$ cat config.mk
export PLATFORM = sky130hd
export DESIGN_NAME = ram_burst_master
export DESIGN_NICKNAME = d
export VERILOG_FILES = /design/src/rtl/ram_burst_master.sv
export SDC_FILE = /design/constraint.sdc
export NUM_CORES = 1
export LEC_CHECK = 0
export BUFFER_PORTS_ARGS = -buffer_cell sky130_fd_sc_hd__buf_4
export CAP_MARGIN = 25
export CORE_MARGIN = 3
export CORE_UTILIZATION = 45
export CTS_CLUSTER_SIZE = 30
export DETAILED_ROUTE_END_ITERATION = 8
export GPL_ROUTABILITY_DRIVEN = 0
export PLACE_DENSITY = 0.79
export SETUP_SLACK_MARGIN = 0.2
export SYNTH_ARGS = -nofsm -noshare
export SYNTH_HDL_FRONTEND = slang
export SYNTH_SLANG_ARGS = --single-unit
$ cat constraint.sdc
create_clock -name clk -period 2 [get_ports clk]
set_input_delay 0.3 -clock clk [delete_from_list [all_inputs] [get_ports clk]]
set_output_delay 0.3 -clock clk [all_outputs]
set_load 0.1 [all_outputs]
$ cat src/rtl/ram_burst_master.sv
// -----------------------------------------------------------------------------
// ram_burst_master
//
// Initiator-side burst controller for a synchronous single-port RAM.
// A client hands over burst commands (start address + beat count). Write
// bursts stream client data straight onto the RAM bus. Read bursts issue RAM
// reads and return the data through a 3-entry first-word-fall-through skid
// FIFO.
//
// Handshake rule (cmd_*, wr_*, rd_*): a transfer happens on the rising clock
// edge that ends a cycle in which both valid and ready are high. valid never
// depends on ready. Neither side may retract anything mid-cycle.
//
// Ports:
//   clk, rst_n                 clock (rising edge), async active-low reset
//   cmd_valid/ready/write/     burst command: direction, start address,
//   cmd_addr/len               beats minus one
//   wr_valid/ready/data        write beat stream (used only in WRITE)
//   rd_valid/ready/data        read beat stream out of the skid FIFO
//   busy                       high whenever the FSM is not IDLE
//   ram_cs/we/oe/addr/wdata    RAM control, registered address, write data
//   ram_rdata                  RAM read data (floats outside read cycles)
//   err                        only with RAM_BURST_MASTER_BOUND_CHECK_EN
//                              defined: one-cycle pulse after an accepted
//                              command that would run past the top of the RAM
//
// Optional feature macro: RAM_BURST_MASTER_BOUND_CHECK_EN
// -----------------------------------------------------------------------------
module ram_burst_master #(
  parameter int ADDR_WIDTH = 8,
  parameter int DATA_WIDTH = 8,
  parameter int LEN_WIDTH  = 4
) (
  input  logic                  clk,
  input  logic                  rst_n,
  input  logic                  cmd_valid,
  output logic                  cmd_ready,
  input  logic                  cmd_write,
  input  logic [ADDR_WIDTH-1:0] cmd_addr,
  input  logic [LEN_WIDTH-1:0]  cmd_len,
  input  logic                  wr_valid,
  output logic                  wr_ready,
  input  logic [DATA_WIDTH-1:0] wr_data,
  output logic                  rd_valid,
  input  logic                  rd_ready,
  output logic [DATA_WIDTH-1:0] rd_data,
  output logic                  busy,
  output logic                  ram_cs,
  output logic                  ram_we,
  output logic                  ram_oe,
  output logic [ADDR_WIDTH-1:0] ram_addr,
  output logic [DATA_WIDTH-1:0] ram_wdata,
  input  logic [DATA_WIDTH-1:0] ram_rdata
`ifdef RAM_BURST_MASTER_BOUND_CHECK_EN
  ,
  output logic                  err
`endif
);

  typedef enum logic [1:0] {
    S_IDLE  = 2'd0,
    S_WRITE = 2'd1,
    S_READ  = 2'd2,
    S_DRAIN = 2'd3
  } state_t;

  localparam logic [LEN_WIDTH:0]  ONE_BEAT = (LEN_WIDTH+1)'(1);
  localparam logic [ADDR_WIDTH-1:0] ADDR_ONE = ADDR_WIDTH'(1);

  state_t                state_q;
  state_t                state_d;
  logic [ADDR_WIDTH-1:0] addr_q;
  logic [LEN_WIDTH:0]    beats_q;     // beats still to move (up to 2**LEN_WIDTH)
  logic                  inflight_q;  // a read issued last cycle lands this cycle

  logic                  cmd_fire;
  logic                  wr_fire;
  logic                  issue;
  logic                  oob;
  logic                  start_burst;

  // Skid FIFO
  logic [DATA_WIDTH-1:0] fifo_mem [3];
  logic [1:0]            wr_ptr_q;
  logic [1:0]            rd_ptr_q;
  logic [1:0]            count_q;
  logic [2:0]            credit_used;
  logic                  push;
  logic                  pop;

  function automatic logic [1:0] ptr_inc(input logic [1:0] p);
    return (p == 2'd2) ? 2'd0 : p + 2'd1;
  endfunction

  // ---------------------------------------------------------------------------
  // Optional bound check: reject bursts that would run past the top address.
  // ---------------------------------------------------------------------------
`ifdef RAM_BURST_MASTER_BOUND_CHECK_EN
  localparam int SUM_W = ((ADDR_WIDTH > LEN_WIDTH) ? ADDR_WIDTH : LEN_WIDTH) + 2;
  logic [SUM_W-1:0] burst_end;
  logic [SUM_W-1:0] addr_limit;
  logic             err_q;

  assign burst_end  = SUM_W'(cmd_addr) + SUM_W'(cmd_len) + SUM_W'(1);
  assign addr_limit = SUM_W'(1) << ADDR_WIDTH;
  assign oob        = (burst_end > addr_limit);

  always_ff @(posedge clk or negedge rst_n) begin
    if (!rst_n) begin
      err_q <= 1'b0;
    end else begin
      err_q <= cmd_fire && oob;
    end
  end

  assign err = err_q;
`else
  assign oob = 1'b0;
`endif

  // ---------------------------------------------------------------------------
  // Handshake qualifiers
  // ---------------------------------------------------------------------------
  assign cmd_fire    = cmd_valid && cmd_ready;
  assign start_burst = cmd_fire && !oob;
  assign wr_fire     = (state_q == S_WRITE) && wr_valid;

  // A read may only issue when the FIFO is guaranteed room for it when it
  // lands: queued entries plus the one in flight must stay below the depth.
  assign credit_used = {1'b0, count_q} + {2'b00, inflight_q};
  assign issue       = (state_q == S_READ) && (beats_q != '0) && (credit_used < 3'd3);

  // ---------------------------------------------------------------------------
  // FSM state register
  // ---------------------------------------------------------------------------
  always_ff @(posedge clk or negedge rst_n) begin
    if (!rst_n) begin
      state_q <= S_IDLE;
    end else begin
      state_q <= state_d;
    end
  end

  // ---------------------------------------------------------------------------
  // FSM next state and RAM/handshake outputs
  // ---------------------------------------------------------------------------
  always_comb begin
    state_d   = state_q;
    cmd_ready = 1'b0;
    wr_ready  = 1'b0;
    ram_cs    = 1'b0;
    ram_we    = 1'b0;
    ram_oe    = 1'b0;
    ram_wdata = '0;

    case (state_q)
      S_IDLE: begin
        // Held low during reset so nothing is accepted while rst_n is low.
        cmd_ready = rst_n;
        if (start_burst) begin
          state_d = cmd_write ? S_WRITE : S_READ;
        end
      end

      S_WRITE: begin
        wr_ready  = 1'b1;
        ram_cs    = wr_valid;
        ram_we    = wr_valid;
        ram_wdata = wr_data;
        if (wr_fire && (beats_q == ONE_BEAT)) begin
          state_d = S_IDLE;
        end
      end

      S_READ: begin
        // The RAM is kept selected every cycle; non-issue cycles re-read the
        // held address and the result is simply not captured.
        ram_cs = 1'b1;
        ram_oe = 1'b1;
        if (issue && (beats_q == ONE_BEAT)) begin
          state_d = S_DRAIN;
        end
      end

      S_DRAIN: begin
        ram_cs = 1'b1;
        ram_oe = 1'b1;
        if (inflight_q) begin
          state_d = S_IDLE;
        end
      end

      default: begin
        state_d = S_IDLE;
      end
    endcase
  end

  assign busy     = (state_q != S_IDLE);
  assign ram_addr = addr_q;

  // ---------------------------------------------------------------------------
  // Address / beat counters and in-flight tracking
  // ---------------------------------------------------------------------------
  always_ff @(posedge clk or negedge rst_n) begin
    if (!rst_n) begin
      addr_q     <= '0;
      beats_q    <= '0;
      inflight_q <= 1'b0;
    end else begin
      inflight_q <= issue;
      if (start_burst) begin
        addr_q  <= cmd_addr;
        beats_q <= {1'b0, cmd_len} + ONE_BEAT;
      end else if (wr_fire || issue) begin
        // Address wraps naturally modulo 2**ADDR_WIDTH.
        addr_q  <= addr_q + ADDR_ONE;
        beats_q <= beats_q - ONE_BEAT;
      end
    end
  end

  // ---------------------------------------------------------------------------
  // Skid FIFO. ram_rdata is only looked at in capture cycles, so a floating
  // bus in any other cycle never reaches the storage.
  // ---------------------------------------------------------------------------
  assign push     = inflight_q;
  assign rd_valid = (count_q != 2'd0);
  assign pop      = rd_valid && rd_ready;
  assign rd_data  = rd_valid ? fifo_mem[rd_ptr_q] : '0;

  always_ff @(posedge clk or negedge rst_n) begin
    if (!rst_n) begin
      wr_ptr_q <= 2'd0;
      rd_ptr_q <= 2'd0;
      count_q  <= 2'd0;
    end else begin
      if (push) begin
        wr_ptr_q <= ptr_inc(wr_ptr_q);
      end
      if (pop) begin
        rd_ptr_q <= ptr_inc(rd_ptr_q);
      end
      case ({push, pop})
        2'b10:   count_q <= count_q + 2'd1;
        2'b01:   count_q <= count_q - 2'd1;
        default: count_q <= count_q;
      endcase
    end
  end

  always_ff @(posedge clk) begin
    if (push) begin
      fifo_mem[wr_ptr_q] <= ram_rdata;
    end
  end

endmodule

==> summary.txt <==
Status: finished clean
Drt pass-1 iters: 4
Post-Synthesis Cells: 212
CP Launch Type: flop
Total die area: 5990 µm²
Post-route DRC: 0
Die height: 77.4 µm
DR vias: 1905
Most used DFF post-synth: edfxtp_1
Min-delay worst type: in -> async
Share of layout cells above drive strength 1: 50.3%
Avg Cell Area, Syn: 10.8 µm²
Setup-failing EPs final: 0
CTS root buf: clkbuf_8
Synth cell types: 44
Yosys Warn Count: 0
Initial antenna violation count: 0
Post-Route WL: 5580 µm
Crit Path Category: reg -> reg
GRT Util Overall: 18.2%
Hpwl dp: 3780 µm
Slew HR: 56.1%
Count leader, synth: nor2_1
Grt total ovfl: 0
Fin util: 72.7%
Synthesis-to-finish area growth: 52.8%
Core area: 4820 µm²
Largest family of logic cells by synthesized area: simple AND/OR/NAND/NOR gates
WP data arrival: 2.05 ns
CTS tree: done
Antenna-violating nets left: 0
Initial drt markers: 107
Synth Area in Adders: 3.82%
Clk_skew: 0.00407 ns
Maxcap violations: 0
Vias per cell: 5.19
First-pass GRT wire length: 8660 µm
Final Instance Count excl. Fillers: 367
Worst path required time: 2.18 ns
Worst-Skew Late Latency: 0.29 ns
Width of the die: 77.4 µm
Port bufs: 64
Nets: 340
Simple-Gate Fraction of Synth Area: 16.0%
CTS Buf Count: 5
Dpl cells: 352
Clk buf depth: 2
Number of global-route vias before repair: 1852
Total I/O pin count: 65
Avg WL per Cell: 15.2 µm
Largest net degree at the start of global routing: 20
Depth of the CTS H-tree: 2
Seq/Total Area, Yosys: 55.5%
Starting Density: 47.6%
Asr flop ratio synth: 47.8%
Clock period minus worst slack: 1.87 ns
Final hold vios: 0
Mux share of post-synthesis cell area: 4.42%
CTS clk-pin slew, worst paths: 0.08 ns
Post-synthesis xor/xnor area fraction: 2.67%
Biggest area consumer among synthesized cells: edfxtp_1
Synth Area in Compound Gates: 13.9%
Fmax achieved: 0.534 GHz
Max Fanout on Critical Path: 6
Fin. max-slew vios: 0
Clk sinks: 46
Crit path capture type: flop
Unrepaired setup endpoints after global routing: yes
Largest cells by area after synthesis: edfxtp_1 (31%), dfrtp_1 (24%), nor2_1 (4.3%), mux2i_1 (3.9%), ha_1 (3.8%)
Post-synth top area share: 31.4%
Syn_nets: 253
EDFF count, synth: 24
Commonest cells post-synth: nor2_1 (26), edfxtp_1 (24), dfrtp_1 (22), a21oi_1 (17), nand2_1 (12)
# rows: 25
# diodes: 0
Slew @ Worst Pin: 0.650 ns
Cell Area, Synth: 2290 µm²
Synth Register Bits: 46
Crit share post-route: 93.7%
critical path, stage by stage (launching register included):
cell      delay (ns)
dfrtp_1         0.40
inv_2           0.08
ha_4            0.12
or4b_4          0.48
a31o_4          0.26
buf_8           0.14
a211oi_2        0.21
a21oi_1         0.06
cell usage in the layout, fill, tap and decap left out, types with 3 or more instances in the layout:
| master | Yosys | final |
|---|---|---|
| nor3_1 | 4 | 3 |
| ha_1 | 7 | 3 |
| buf_6 | 1 | 5 |
| inv_2 | 0 | 3 |
| buf_4 | 0 | 70 |
| and3_1 | 4 | 4 |
| a211oi_2 | 1 | 6 |
| ha_4 | 0 | 4 |
| dfrtp_1 | 22 | 19 |
| o21ai_0 | 7 | 7 |
| nor2_2 | 0 | 9 |
| xnor2_1 | 5 | 3 |
| nand3_1 | 9 | 8 |
| and2_2 | 0 | 8 |
| clkbuf_8 | 0 | 5 |
| nor2_1 | 26 | 15 |
| dfrtp_2 | 0 | 3 |
| a21oi_1 | 17 | 17 |
| mux2i_1 | 9 | 8 |
| nand2_1 | 12 | 10 |
| inv_1 | 9 | 4 |
| edfxtp_1 | 24 | 24 |
| buf_12 | 0 | 7 |
| buf_8 | 0 | 8 |
| a21o_1 | 4 | 4 |
| clkinvlp_4 | 0 | 3 |
state kept, by name (all words and copies together), names as in the netlist:
| signal | cells |
|---|---|
| count_q | 2 |
| wr_ptr_q | 2 |
| ram_addr | 8 |
| beats_q | 5 |
| fifo_mem | 24 |
| state_q | 2 |
| inflight_q | 1 |
| rd_ptr_q | 2 |
metrics by stage:
step                      TNS (ns)  instance area (µm²)  hold slack (ns)  worst slack, ns
after floorplan              -1.74                 2420          0.00441           -0.109
after global placement           0                 3070            0.138            0.101
after detailed placement         0                 3070            0.138           0.0646
after CTS                        0                 3310           0.0204            0.131
after global routing             0                 3500           0.0531           0.0707
final                            0                 3500           0.0294            0.127
final timing paths:
kind / startpoint / to / slack [ns] / depth (start not counted)
worst min-delay path: rst_n / ram_addr[0] / 0.03 / 2
worst max register to register: beats_q[1] / beats_q[3] / 0.13 / 7
max in group asynchronous: rst_n / rd_ptr_q[0] / 1.29 / 2
worst max-delay path: beats_q[1] / beats_q[3] / 0.13 / 7
worst min register to register: beats_q[4] / beats_q[4] / 0.54 / 1
min in group clk: cmd_len[0] / beats_q[0] / 0.20 / 2
cells by family (layout without fill, tap and decap cells):
kind of cell,after synthesis,in the layout
AND/OR/NAND/NOR,73,73
XOR/XNOR,7,7
multiplexers,10,10
buffers and inverters,20,108
adder cells (fa/ha/maj),7,7
flip-flops,46,46
AO/OA/AOI/OAI,49,49
final cells by class:
class / count / area (µm²)
fillers: 331 / 1320
flip-flops and latches: 46 / 1270
multi-input cells: 146 / 1140
repair buffers: 91 / 852
well taps: 67 / 83.8
clock buffers: 6 / 72.6
inverters: 9 / 41.3
clock inverters: 2 / 37.5
what timing repair did:
| action | 4_1_cts | 5_1_grt |
|---|---|---|
| resized for setup | 21 | 40 |
| hold buffers | 1 | 0 |
| hold endpoints to repair | 5 | 0 |
| cloned | 0 | 0 |
| endpoints found under the setup margin | 30 | 30 |
| pin swaps | 2 | 11 |
| buffers inserted | 5 | 1 |
metal layers:
layer	routed length (µm)	track usage [%]	part of all wire [%]
met5	0	0	0
met1	2370	24.2	43
met3	266	3.48	4.8
met2	2890	30.5	52
met4	55	5.16	0.99
Power is not shown: default switching activity piles up to over one toggle a cycle in this logic, so the estimate is an artifact.
